[config.mk]
export PLATFORM = sky130hd
export DESIGN_NAME = dti_pr_ctrl
export DESIGN_NICKNAME = d
export VERILOG_FILES = /design/src/rtl/dti_pr_ctrl_pkg.sv /design/src/rtl/dti_pr_ctrl_entry.sv /design/src/rtl/dti_pr_ctrl.sv
export SDC_FILE = /design/constraint.sdc
export NUM_CORES = 1
export LEC_CHECK = 0
export BUFFER_PORTS_ARGS = -buffer_cell sky130_fd_sc_hd__buf_2
export CELL_PAD_IN_SITES_DETAIL_PLACEMENT = 0
export CELL_PAD_IN_SITES_GLOBAL_PLACEMENT = 1
export CORE_ASPECT_RATIO = 1.75
export CORE_MARGIN = 2
export CORE_UTILIZATION = 35
export CTS_CLUSTER_DIAMETER = 120
export DETAILED_ROUTE_END_ITERATION = 8
export PLACE_DENSITY_LB_ADDON = 0.1
export RECOVER_POWER = 25
export SETUP_SLACK_MARGIN = 0.4
export SLEW_MARGIN = 20
export SYNTH_ARGS = -nofsm -noshare
export SYNTH_HDL_FRONTEND = slang
export SYNTH_SLANG_ARGS = --single-unit
[constraint.sdc]
create_clock -name clk -period 4.05 [get_ports clk]
set_input_delay 0.6075 -clock clk [delete_from_list [all_inputs] [get_ports clk]]
set_output_delay 0.6075 -clock clk [all_outputs]
set_load 0.02 [all_outputs]
[src/rtl/dti_pr_ctrl_pkg.sv]
`default_nettype none
// ----------------------------------------------------------------------------
// dti_pr_ctrl_pkg : shared state encoding and DTI field helpers for dti_pr_ctrl
// Rev 1.0
// ----------------------------------------------------------------------------
package dti_pr_ctrl_pkg;

    typedef enum logic [2:0] {
        PR_IDLE  = 3'd0,
        PR_CONN  = 3'd1,
        PR_TRANS = 3'd2,
        PR_FLUSH = 3'd3,
        PR_DREQ  = 3'd4,
        PR_DWAIT = 3'd5
    } pr_state_e;

    // Connect/disconnect request and ACK share the same code in opposite directions
    localparam logic [3:0] DTI_TBU_CONDIS_REQ = 4'h0;
    localparam logic [3:0] DTI_TBU_CONDIS_ACK = 4'h0;

    function automatic int msg_type_lsb(input int keep_w);
        return keep_w;
    endfunction

    function automatic int state_bit_pos(input int keep_w);
        return keep_w + 4;
    endfunction

endpackage
`default_nettype wire

[src/rtl/dti_pr_ctrl_entry.sv]
`default_nettype none
// ----------------------------------------------------------------------------
// dti_pr_entry : per-TBU connection/reset FSM with pending flag and ACK timeout
// Rev 1.0
// ----------------------------------------------------------------------------
module dti_pr_entry
    import dti_pr_ctrl_pkg::*;
#(
    parameter int TO_W = 12
) (
    input  logic            clk,
    input  logic            rst_n,
    input  logic            pr_req,
    input  logic [TO_W-1:0] to_limit,
    input  logic            beat_acc,
    input  logic            beat_last,
    input  logic            ack_acc,
    input  logic            ack_state,
    input  logic            inj_acc,
    output logic            pr_done,
    output logic            pr_err,
    output logic            tbu_idle,
    output logic            in_reset,
    output logic            inj_req,
    output logic            inj_flush
);

    pr_state_e       state_q, state_d;
    logic            pend_q, pend_d;
    logic [TO_W-1:0] cnt_q, cnt_d;
    logic [TO_W-1:0] cnt_inc;
    logic            done_q, done_d;
    logic            err_q, err_d;

    assign cnt_inc = cnt_q + 1'b1;

    always_comb begin
        state_d = state_q;
        cnt_d   = cnt_q;
        done_d  = 1'b0;
        err_d   = err_q;
        if (pr_req) begin
            err_d = 1'b0;
        end
        case (state_q)
            PR_IDLE: begin
                done_d = pr_req;
                if (ack_acc && ack_state) begin
                    state_d = PR_CONN;
                end
            end
            PR_CONN: begin
                if (pend_q) begin
                    state_d = PR_DREQ;
                end else if (ack_acc && !ack_state) begin
                    state_d = PR_IDLE;
                end else if (beat_acc && !beat_last) begin
                    state_d = PR_TRANS;
                end
            end
            PR_TRANS: begin
                if (pend_q) begin
                    state_d = PR_FLUSH;
                end else if (beat_acc && beat_last) begin
                    state_d = PR_CONN;
                end
            end
            PR_FLUSH: begin
                if (inj_acc) begin
                    state_d = PR_DREQ;
                end
            end
            PR_DREQ: begin
                if (inj_acc) begin
                    state_d = PR_DWAIT;
                    cnt_d   = '0;
                end
            end
            PR_DWAIT: begin
                cnt_d = cnt_inc;
                // The ACK wins over a coincident timeout; the limit is hit once the count reaches it
                if (ack_acc && !ack_state) begin
                    state_d = PR_IDLE;
                    done_d  = 1'b1;
                end else if ((to_limit != '0) && (cnt_inc == to_limit)) begin
                    state_d = PR_IDLE;
                    err_d   = 1'b1;
                end
            end
            default: state_d = PR_IDLE;
        endcase

        pend_d = 1'b0;
        if (((state_q == PR_CONN) || (state_q == PR_TRANS)) &&
            ((state_d == PR_CONN) || (state_d == PR_TRANS))) begin
            pend_d = pend_q | pr_req;
        end
    end

    always_ff @(posedge clk or negedge rst_n) begin
        if (!rst_n) begin
            state_q <= PR_IDLE;
            pend_q  <= 1'b0;
            cnt_q   <= '0;
            done_q  <= 1'b0;
            err_q   <= 1'b0;
        end else begin
            state_q <= state_d;
            pend_q  <= pend_d;
            cnt_q   <= cnt_d;
            done_q  <= done_d;
            err_q   <= err_d;
        end
    end

    assign pr_done   = done_q;
    assign pr_err    = err_q;
    assign tbu_idle  = (state_q == PR_IDLE);
    assign inj_flush = (state_q == PR_FLUSH);
    assign inj_req   = (state_q == PR_FLUSH) || (state_q == PR_DREQ);
    assign in_reset  = inj_req || (state_q == PR_DWAIT);

endmodule
`default_nettype wire

[src/rtl/dti_pr_ctrl.sv]
`default_nettype none
// ----------------------------------------------------------------------------
// dti_pr_ctrl : per-TBU partial-reset controller between DTI AXI-Stream and NoC
// Rev 1.0
// ----------------------------------------------------------------------------
module dti_pr_ctrl
    import dti_pr_ctrl_pkg::*;
#(
    parameter int TBU_NUM = 8,
    parameter int ID_W    = 6,
    parameter int DATA_W  = 80,
    parameter int TO_W    = 12,
    localparam int KEEP_W = DATA_W / 8
) (
    input  logic                     clk,
    input  logic                     rst_n,
    input  logic [TBU_NUM-1:0]       pr_req,
    output logic [TBU_NUM-1:0]       pr_done,
    output logic [TBU_NUM-1:0]       pr_err,
    output logic [TBU_NUM-1:0]       tbu_idle,
    output logic                     idle,
    input  logic [TO_W-1:0]          to_limit,
    input  logic                     req_tvalid,
    input  logic [DATA_W-1:0]        req_tdata,
    input  logic [KEEP_W-1:0]        req_tkeep,
    input  logic                     req_tlast,
    input  logic [ID_W-1:0]          req_tid,
    output logic                     req_tready,
    output logic                     rsp_tvalid,
    output logic [DATA_W-1:0]        rsp_tdata,
    output logic [KEEP_W-1:0]        rsp_tkeep,
    output logic                     rsp_tlast,
    output logic [ID_W-1:0]          rsp_tid,
    input  logic                     rsp_tready,
    output logic                     req_valid,
    output logic [DATA_W+KEEP_W-1:0] req_payload,
    output logic [ID_W-1:0]          req_srcid,
    output logic [ID_W-1:0]          req_tgtid,
    output logic                     req_qos,
    output logic                     req_last,
    input  logic                     req_ready,
    input  logic                     req_threshold,
    input  logic                     rsp_valid,
    input  logic [DATA_W+KEEP_W-1:0] rsp_payload,
    input  logic [ID_W-1:0]          rsp_srcid,
    input  logic [ID_W-1:0]          rsp_tgtid,
    input  logic                     rsp_qos,
    input  logic                     rsp_last,
    output logic                     rsp_ready,
    output logic                     rsp_threshold
);

    localparam int IDX_W   = (TBU_NUM > 1) ? $clog2(TBU_NUM) : 1;
    localparam int MSG_LSB = msg_type_lsb(KEEP_W);
    localparam int ST_BIT  = state_bit_pos(KEEP_W);
    localparam logic [KEEP_W-1:0] CONDIS_KEEP = KEEP_W'(4'hf);

    logic [TBU_NUM-1:0] w_tid_hit, w_rsp_hit, w_up_hit, w_gnt_oh;
    logic [TBU_NUM-1:0] w_in_rst, w_inj_req, w_inj_flush;
    logic               w_tid_drop, w_rsp_drop, w_up_rst, w_up_blk;
    logic               w_inj_sel, w_inj_acc, w_pt_acc, w_gnt_flush;
    logic               w_ack, w_ack_state;
    logic [3:0]         w_msg;
    logic [IDX_W-1:0]   w_pick, w_scan, w_gnt;
    logic               w_unused;

    logic [IDX_W-1:0]   rr_q, rr_d;
    logic               hold_q, hold_d;
    logic [IDX_W-1:0]   hold_idx_q, hold_idx_d;
    logic               up_open_q, up_open_d;
    logic [ID_W-1:0]    up_tid_q, up_tid_d;

    assign w_unused = ^{req_threshold, rsp_srcid, rsp_qos};

    assign w_msg       = rsp_payload[MSG_LSB+3:MSG_LSB];
    assign w_ack_state = rsp_payload[ST_BIT];
    assign w_ack       = rsp_valid && rsp_ready && (w_msg == DTI_TBU_CONDIS_ACK);

    generate
        for (genvar i = 0; i < TBU_NUM; i++) begin : g_entry
            assign w_tid_hit[i] = (req_tid == ID_W'(i));
            assign w_rsp_hit[i] = (rsp_tgtid == ID_W'(i));
            assign w_up_hit[i]  = (up_tid_q == ID_W'(i));
            assign w_gnt_oh[i]  = (w_gnt == IDX_W'(i));

            dti_pr_entry #(
                .TO_W (TO_W)
            ) u_entry (
                .clk       (clk),
                .rst_n     (rst_n),
                .pr_req    (pr_req[i]),
                .to_limit  (to_limit),
                .beat_acc  (w_pt_acc && w_tid_hit[i]),
                .beat_last (req_tlast),
                .ack_acc   (w_ack && w_rsp_hit[i]),
                .ack_state (w_ack_state),
                .inj_acc   (w_inj_acc && w_gnt_oh[i]),
                .pr_done   (pr_done[i]),
                .pr_err    (pr_err[i]),
                .tbu_idle  (tbu_idle[i]),
                .in_reset  (w_in_rst[i]),
                .inj_req   (w_inj_req[i]),
                .inj_flush (w_inj_flush[i])
            );
        end
    endgenerate

    assign idle = &tbu_idle;

    // Round-robin scan starting at the pointer; lowest offset wins
    always_comb begin
        w_pick = '0;
        w_scan = '0;
        for (int k = TBU_NUM - 1; k >= 0; k--) begin
            w_scan = IDX_W'((int'(rr_q) + k) % TBU_NUM);
            if (w_inj_req[w_scan]) begin
                w_pick = w_scan;
            end
        end
    end

    assign w_gnt       = hold_q ? hold_idx_q : w_pick;
    assign w_gnt_flush = |(w_gnt_oh & w_inj_flush);

    // A packet already open for a TBU that is not being reset must finish first
    assign w_tid_drop = |(w_tid_hit & w_in_rst);
    assign w_rsp_drop = |(w_rsp_hit & w_in_rst);
    assign w_up_rst   = |(w_up_hit & w_in_rst);
    assign w_up_blk   = up_open_q && !w_up_rst;
    assign w_inj_sel  = (|w_inj_req) && !w_up_blk;
    assign w_inj_acc  = w_inj_sel && req_ready;
    assign w_pt_acc   = !w_inj_sel && req_tvalid && !w_tid_drop && req_ready;

    assign req_valid   = w_inj_sel || (req_tvalid && !w_tid_drop);
    assign req_payload = w_inj_sel ? {{DATA_W{1'b0}}, (w_gnt_flush ? {KEEP_W{1'b1}} : CONDIS_KEEP)}
                                   : {req_tdata, req_tkeep};
    assign req_srcid   = w_inj_sel ? ID_W'(w_gnt) : req_tid;
    assign req_last    = w_inj_sel || req_tlast;
    assign req_tgtid   = '0;
    assign req_qos     = 1'b1;
    assign req_tready  = w_tid_drop || (!w_inj_sel && req_ready);

    assign rsp_tvalid    = rsp_valid && !w_rsp_drop;
    assign rsp_tdata     = rsp_payload[DATA_W+KEEP_W-1:KEEP_W];
    assign rsp_tkeep     = rsp_payload[KEEP_W-1:0];
    assign rsp_tlast     = rsp_last;
    assign rsp_tid       = rsp_tgtid;
    assign rsp_ready     = w_rsp_drop || rsp_tready;
    assign rsp_threshold = 1'b1;

    always_comb begin
        rr_d       = rr_q;
        hold_d     = w_inj_sel && !req_ready;
        hold_idx_d = hold_idx_q;
        up_open_d  = up_open_q;
        up_tid_d   = up_tid_q;
        if (w_inj_acc) begin
            rr_d = (w_gnt == IDX_W'(TBU_NUM - 1)) ? '0 : w_gnt + 1'b1;
        end
        if (w_inj_sel && !req_ready) begin
            hold_idx_d = w_gnt;
        end
        if (w_pt_acc) begin
            up_open_d = !req_tlast;
            up_tid_d  = req_tid;
        end else if (up_open_q && w_up_rst) begin
            up_open_d = 1'b0;
        end
    end

    always_ff @(posedge clk or negedge rst_n) begin
        if (!rst_n) begin
            rr_q       <= '0;
            hold_q     <= 1'b0;
            hold_idx_q <= '0;
            up_open_q  <= 1'b0;
            up_tid_q   <= '0;
        end else begin
            rr_q       <= rr_d;
            hold_q     <= hold_d;
            hold_idx_q <= hold_idx_d;
            up_open_q  <= up_open_d;
            up_tid_q   <= up_tid_d;
        end
    end

endmodule
`default_nettype wire

Word-level counts from Yosys, hierarchy flattened
Index checks and enable logic that the tools add are counted.
{"block": "word_totals", "ff_bits": 158, "inputBits": 228, "out_inout_bits": 231, "elab_cells": 538}
{"block": "classes", "add_sub_neg": 16, "order_cmp": 8, "n_eq_ne": 100, "mux": 191, "bitwise_logic": 12, "n_reduce_logical": 166}
{"operator": "3-bit two-way mux", "n": 90}
{"operator": "12-bit case mux with 2 select lines", "n": 8}
{"operator": "3-bit case mux with 6 select lines", "n": 8}
{"operator": "12-bit by 1-bit adder with 12-bit output, second input constant", "n": 8}
{"operator": "12-bit equality test", "n": 8}
{"operator": "12-bit two-way mux", "n": 8}
{"operator": "90-bit two-way mux", "n": 1}
{"operator": "1-bit logical AND", "n": 85}
{"operator": "3-bit by 2-bit equality test with 1-bit output, second input constant", "n": 26}
{"operator": "6-bit by 3-bit equality test with 1-bit output, second input constant", "n": 12}
{"operator": "3-bit equality test, second input constant", "n": 20}
{"operator": "1-bit two-way mux", "n": 58}
{"operator": "3-bit by 1-bit equality test with 1-bit output, second input constant", "n": 17}
{"operator": "8-bit OR reduction", "n": 5}
{"operator": "6-bit by 2-bit equality test with 1-bit output, second input constant", "n": 6}
{"operator": "1-bit logical OR", "n": 36}
{"operator": "8-bit AND", "n": 4}
{"operator": "3-bit by 4-bit less-than comparator with 1-bit output, second input constant", "n": 8}
{"operator": "3-bit logical NOT", "n": 9}
{"operator": "1-bit binary-select mux with 3-bit select", "n": 8}
{"operator": "6-bit by 1-bit equality test with 1-bit output, second input constant", "n": 3}
{"operator": "6-bit logical NOT", "n": 3}
{"operator": "2-bit nonzero test", "n": 9}
{"operator": "2-bit by 1-bit inequality test with 1-bit output, second input constant", "n": 8}
{"operator": "other kinds (12)", "n": 45}

Logic depth before layout (Yosys ltp)
{"block": "logic_depth", "depth_word": 23, "mapped_depth": 19}

Cells and area by module
Synthesis repeated with hierarchy kept, for this count alone.
{"block": "unflattened", "hier_cells": 1785, "hier_area_um2": 14677.8}
{"mod": "dti_pr_entry", "n_inst": 8, "cells_per_inst": 167, "area_per_inst_um2": 1391.3, "seq_area_each_um2": 450.4}
{"mod": "dti_pr_ctrl", "n_inst": 1, "cells_per_inst": 449, "area_per_inst_um2": 3547.2, "seq_area_each_um2": 350.3}

Worst setup path before layout
No wires, ideal clock.
{"block": "synth_timing", "kind": "reg-to-output", "startpoint": "register rr_q[1]", "endpoint": "output port req_payload[4]", "arrival_time_ps": 3853, "setup_slack_ps": -411, "stages_incl_launch_ff": 18, "n_path_buf": 2, "cell_sequence": "dfrtp_1 > clkbuf_1 > inv_1 > ha_1 > inv_1 > nand2_1 > o22a_1 > and3_1 > or3_1 > nor4bb_1 > a211oi_1 > mux2_2 > inv_1 > ha_1 > clkbuf_1 > a221oi_1 > o2111ai_1 > o21a_1"}
{"block": "synth_via", "elab_chain_len": 17, "elab_cells_between_ends": 44, "classes_between": "add/sub: 7; eq/ne: 7; mux: 27; bitwise: 1; reduce/logical: 2"}
{"item": "start: declaration", "line": "dti_pr_ctrl.sv:67", "rtl": "logic [IDX_W-1:0] rr_q, rr_d;"}
{"item": "start signal: assignment", "line": "dti_pr_ctrl.sv:179", "rtl": "rr_q <= rr_d;"}
{"item": "3-bit adder", "line": "dti_pr_ctrl.sv:115", "rtl": "w_scan = IDX_W'((int'(rr_q) + k) % TBU_NUM);"}
{"item": "1-bit binary-select mux with 3-bit select", "line": "dti_pr_ctrl.sv:116", "rtl": "if (w_inj_req[w_scan]) begin"}
{"item": "1-bit two-way mux (implied by the code)", "line": "dti_pr_ctrl.sv:116"}
{"item": "3-bit two-way mux (7 in series)", "line": "dti_pr_ctrl.sv:116"}
{"item": "3-bit two-way mux *", "line": "dti_pr_ctrl.sv:116"}
{"item": "3-bit two-way mux *", "line": "dti_pr_ctrl.sv:122", "rtl": "assign w_gnt = hold_q ? hold_idx_q : w_pick;"}
{"item": "named net w_gnt[1]", "line": "dti_pr_ctrl.sv:64", "rtl": "logic [IDX_W-1:0] w_pick, w_scan, w_gnt;"}
{"item": "3-bit by 1-bit equality test with 1-bit output (tied with other cells)", "line": "dti_pr_ctrl.sv:84", "rtl": "assign w_gnt_oh[i] = (w_gnt == IDX_W'(i));"}
{"item": "8-bit AND *", "line": "dti_pr_ctrl.sv:123", "rtl": "assign w_gnt_flush = |(w_gnt_oh & w_inj_flush);"}
{"item": "8-bit OR reduction *", "line": "dti_pr_ctrl.sv:123"}
{"item": "10-bit two-way mux *", "line": "dti_pr_ctrl.sv:135", "rtl": "assign req_payload = w_inj_sel ? {{DATA_W{1'b0}}, (w_gnt_flush ? {KEEP_W{1'b1}} : CONDIS_KEEP)}"}
{"item": "90-bit two-way mux *", "line": "dti_pr_ctrl.sv:135"}
{"item": "end: declaration", "line": "dti_pr_ctrl.sv:36", "rtl": "output logic [DATA_W+KEEP_W-1:0] req_payload,"}
Mark *: on every way through the listed nets, which the timed path passes. The rest lies on a longest branch. The select of a mux whose other input is x is not followed.

Final worst setup path
{"block": "layout_timing", "startpoint": "register g_entry[4].u_entry.state_q[0]", "endpoint": "output port req_payload[6]"}
{"block": "layout_via", "elab_chain_len": 18, "elab_cells_between_ends": 49, "classes_between": "eq/ne: 10; mux: 27; bitwise: 2; reduce/logical: 10"}
{"item": "start: declaration", "line": "dti_pr_ctrl_entry.sv:28", "rtl": "pr_state_e state_q, state_d;"}
{"item": "start signal: assignment", "line": "dti_pr_ctrl_entry.sv:108", "rtl": "state_q <= state_d;"}
{"item": "3-bit by 2-bit equality test with 1-bit output / 3-bit equality test (equally long branches)", "line": "dti_pr_ctrl_entry.sv:120", "rtl": "assign inj_req = (state_q == PR_FLUSH) || (state_q == PR_DREQ);"}
{"item": "1-bit logical OR *", "line": "dti_pr_ctrl_entry.sv:120"}
{"item": "1-bit binary-select mux with 3-bit select", "line": "dti_pr_ctrl.sv:116"}
{"item": "1-bit two-way mux (implied by the code)", "line": "dti_pr_ctrl.sv:116"}
{"item": "3-bit two-way mux (7 in series)", "line": "dti_pr_ctrl.sv:116"}
{"item": "3-bit two-way mux *", "line": "dti_pr_ctrl.sv:116"}
{"item": "3-bit two-way mux *", "line": "dti_pr_ctrl.sv:122"}
{"item": "named net w_gnt[1]", "line": "dti_pr_ctrl.sv:64"}
{"item": "3-bit by 1-bit equality test with 1-bit output (tied with other cells)", "line": "dti_pr_ctrl.sv:84"}
{"item": "8-bit AND *", "line": "dti_pr_ctrl.sv:123"}
{"item": "8-bit OR reduction *", "line": "dti_pr_ctrl.sv:123"}
{"item": "10-bit two-way mux *", "line": "dti_pr_ctrl.sv:135"}
{"item": "90-bit two-way mux *", "line": "dti_pr_ctrl.sv:135"}
Marked as above.

==> results summary <==
The share of synthesized area occupied by flip-flops and latches came out at 26.8%. The overall routed net length is a little over 60000 µm. TritonCTS built the clock tree. The count of endpoints failing hold in the final timing report is 0. Hold timing on the final database bottoms out at a slack of about 0.37 ns.

The placement-stage cell area came out at approximately 0.017 mm². The via total after detailed routing is between 15000 and 20000. The final weighted congestion in routability-driven placement came out at between 0.9 and 1. The tightest min-delay check is of the input port to register type. The number of top-level design ports came out at about 460. The number of enable-type register cells in the synthesized netlist came out at 0. The power share of the clock group is about an eighth.

Averaged over all synthesized cells, the footprint is 8.05 µm². Setup violations remaining at the end of the flow were counted as around 110. The data required time of the critical path is ~3.4 ns. The die covers about 0.044 mm². The maximum clock insertion buffer count is 2.

The final design area excluding fillers is roughly 0.020 mm². In this run the static leakage power is just under 9 nW. The net switching fraction of the power is around 44%. The worst setup path is launched from a register. The reported max-cap violation count is 2. Clock tree synthesis found a total of 158 sinks.

The highest fanout seen on the critical path came out at 6. The detailed placer's ending HPWL came out at between 40000 and 50000 µm. The number of antenna violations at the first check in global routing is 0. The area of the mapped netlist is 0.0148 mm².

The setup path with the least slack is of type register to output pin. The number of global-route vias before repair is roughly 15000. The cell count after synthesis came out at between 1500 and 2000. Summed over all instances, the cell type with the most area after synthesis is dfrtp_1. The die is 159 µm wide. The clock period minus worst slack came out at around 4.8 ns. The number of H-tree levels is 4. The largest incremental delay on the critical path is about 0.43 ns.

The placeable core area is 0.0417 mm². The first detailed-routing pass took 5 iterations. The average vias per placed instance came out at 5.70. Setup repair after global routing could not meet its margin everywhere. The synthesized design contains between 150 and 200 register bits. The routed length per placed instance is 23.0 µm.

The library cell used most frequently in the layout, excluding fill and tap cells, is buf_4. The remaining global-route overflow is 0. The warning count from the yosys run is 0. The post-layout net count is ~2400. The final cycle utilization of the critical path came out at 118%.

The kind of cell adding the most delay to the critical path is simple AND/OR/NAND/NOR gates. The fraction of layout cells with a size suffix above 1 came out at a little under two fifths. In the post-synthesis netlist, the biggest area contributors are dfrtp_1 (27%), buf_4 (6.7%), xnor2_1 (5.2%). The net switching power of the design is 6.29 mW. The tree is rooted in a clkbuf_16.

The pin count of the biggest net entering global routing is a little under 80. The checks that failed: capacitance limit, slew limit, setup timing. Headroom to the max-slew limit came out at -50.6%. The remaining number of nets flagged by the antenna check after routing came out at 0. The clock skew is 0.0149 ns. The area fraction of the dominant cell type after synthesis is a little over a quarter.

The clock network latency to the later pin of the worst-skew pair is ~0.46 ns. The internal power component is 7.98 mW. Power spread over the standard cell area amounts to between 700 and 800 mW/mm².

The total routing usage reported by global routing came out at 26.1%. Per report_power, the sequential group accounts for 16.2% of the total. IR analysis of the VDD net gives a maximum drop of approximately 0.9 mV.

Traced cell by cell, the critical path runs through and3b_2 -> or2_4 -> o22a_1 -> and3_4 -> or3_4 -> nor4bb_1 -> a211oi_1 -> buf_4 -> mux2_4 -> ha_4 -> nand4_1 -> nand2_2 -> a221oi_4 -> o2111ai_2 -> buf_6 -> o21a_2 -> buf_6. The number of input and output port buffers inserted came out at 270. After floorplanning, the core was divided into 99 placement rows. The number of different library cells used by synthesis comes to 91. The total count of max-transition violations in the final report came out at ~110. The power after layout is roughly 14 mW. Data on the critical path arrives at its endpoint at around 4.2 ns.

After detailed routing, the number of remaining DRC violations is 0. The number of buffers added by the clock tree synthesis step is 17. The die height is 276 µm. The starting DRC count in detailed routing is 896.

The layout-stage area growth over the synthesis result came out at 35.7%. STA classifies the critical path endpoint as an output pin. The effective utilization at floorplan came out at a little over a third. The library cells used most frequently in the layout, excluding fill and tap cells, are buf_4 (173), buf_2 (170), dfrtp_1 (157). On the critical path, the stage with the largest delay is an instance of dfrtp_1. Clock-pin slew was measured on the worst setup and hold paths at roughly 0.07 ns. The most frequently used flop master after synthesis is dfrtp_1. The wire length of the first global-routing pass came out at between 80000 and 90000 µm. In the synthesized netlist the async set-or-reset flop fraction comes to 100%. At the pin with the least slew margin, the transition time is roughly 2.3 ns. The number of buffer and inverter instances along the worst setup path came out at 3.

The maximum frequency from static timing analysis came out at between 200 and 250 MHz. The worst setup margin came out at -0.745 ns. The part of the total power dissipated in combinational logic is a little under three quarters. The run finished, with violations left.

Counting stages on the worst path, the most repeated cell is buf_6.
-- sequential cells by signal, summed over array words and instances (netlist names) --
name and flops:
g_entry.u_entry.cnt_q 96, g_entry.u_entry.state_q 24, g_entry.u_entry.pend_q 8, g_entry.u_entry.pr_done 8, g_entry.u_entry.pr_err 8, up_tid_q 6
hold_idx_q 3, rr_q 3, hold_q 1, up_open_q 1
-- worst paths after layout --
check | from | to | slack, ns | depth (start not counted)
max | g_entry[4].u_entry.state_q[0]$_DFF_PN0_ | req_payload[6] | -0.74 | 17
min | pr_req[7] | g_entry[7].u_entry.pr_err$_DFF_PN0_ | 0.37 | 2
max reg2reg | g_entry[7].u_entry.state_q[0]$_DFF_PN0_ | g_entry[4].u_entry.pend_q$_DFF_PN0_ | -0.18 | 18
min reg2reg | up_tid_q[4]$_DFFE_PN0N_ | up_tid_q[4]$_DFFE_PN0N_ | 0.47 | 2
max in group asynchronous | rst_n | g_entry[1].u_entry.state_q[2]$_DFF_PN0_ | 0.71 | 2
min in group asynchronous | rst_n | g_entry[1].u_entry.cnt_q[4]$_DFFE_PN0P_ | 0.82 | 1
-- Yosys cell counts (7+ instances only) --
| master | count |
|---|---|
| dfrtp_1 | 158 |
| nand2_1 | 143 |
| buf_4 | 131 |
| nor2_1 | 108 |
| clkbuf_1 | 103 |
| and2_1 | 102 |
| xnor2_1 | 87 |
| o21ai_0 | 84 |
| nor3_1 | 69 |
| nand3_1 | 66 |
| a21oi_1 | 55 |
| inv_1 | 43 |
| a31oi_1 | 40 |
| xor2_1 | 38 |
| nand4_1 | 37 |
| mux2i_1 | 34 |
| o2bb2ai_1 | 32 |
| nand2b_1 | 31 |
| nor2b_1 | 31 |
| and3_1 | 30 |
| nor3b_1 | 22 |
| a22o_1 | 19 |
| nor4_1 | 18 |
| or3_1 | 18 |
| a211o_1 | 15 |
| a211oi_1 | 15 |
| ha_1 | 15 |
| o2111ai_1 | 15 |
| and4_1 | 14 |
| o21a_1 | 14 |
| nand3b_1 | 13 |
| o211ai_1 | 13 |
| o22ai_1 | 13 |
| a21o_1 | 12 |
| buf_1 | 11 |
| mux2_2 | 11 |
| o21ai_1 | 9 |
| o31ai_1 | 9 |
| buf_2 | 8 |
| mux4_2 | 8 |
| and3b_1 | 7 |
| o41ai_2 | 7 |
| or4_1 | 7 |
-- per-layer routing --
layer	vias up	global-route usage, %	share of wire [%]
met1	7386	27.1	35
li1	7099	-	-
met5	-	0.649	0.065
met3	152	5.85	5.9
met4	2	12.8	6.0
met2	658	49.5	53
-- cell families (layout without fill, tap and decap cells) --
kind of cell	after synthesis	after routing	synth area share, %
mux	53	53	4.36
fa+ha+maj	15	15	1.27
compound gates	432	432	21.5
buf+inv	304	589	11.3
xor+xnor	125	125	7.41
simple gates	746	746	27.4
other cells	2	9	0.0508
flops	158	158	26.8
-- through the flow --
stage,util [%],setup TNS (ns),setup slack (ns),std cells
floorplan,-,0,0.109,1841
global placement,40.2,-6.00,-0.431,2575
detailed placement,40.2,-6.97,-0.490,2575
CTS,44.5,-17.90,-0.720,2643
global route,48.0,-43.69,-0.884,2681
finish,48.0,-26.44,-0.745,2682
-- layout make-up --
class	instances	area, µm²
inverters	47	181
well taps	555	694
repair buffers	510	4270
clock inverters	13	186
diodes	1	2.50
flip-flops and latches	158	3960
clock buffers	19	443
fillers	4061	21700
multi-input cells	1379	10300
-- repair_timing --
item | in CTS | in global routing
hold endpoints to repair | 0 | 0
gates cloned | 6 | 13
hold buffers | 0 | 0
buffers inserted | 30 | 25
endpoints found under the setup margin | 217 | 226
pin swaps | 38 | 134
resized for setup | 232 | 271
-- power groups by stage --
stage          registers, mW  logic (mW)  clock network [mW]
4_1_cts                 2.31        8.22                1.85
2_1_floorplan           2.11        4.57                   0
3_3_place_gp            2.32        6.53                   0
3_5_place_dp            2.33        6.54                   0
6_report                2.32        10.1                1.81
5_1_grt                 2.38        10.6                1.91
Note: power is estimated with default switching activity, not from simulation.
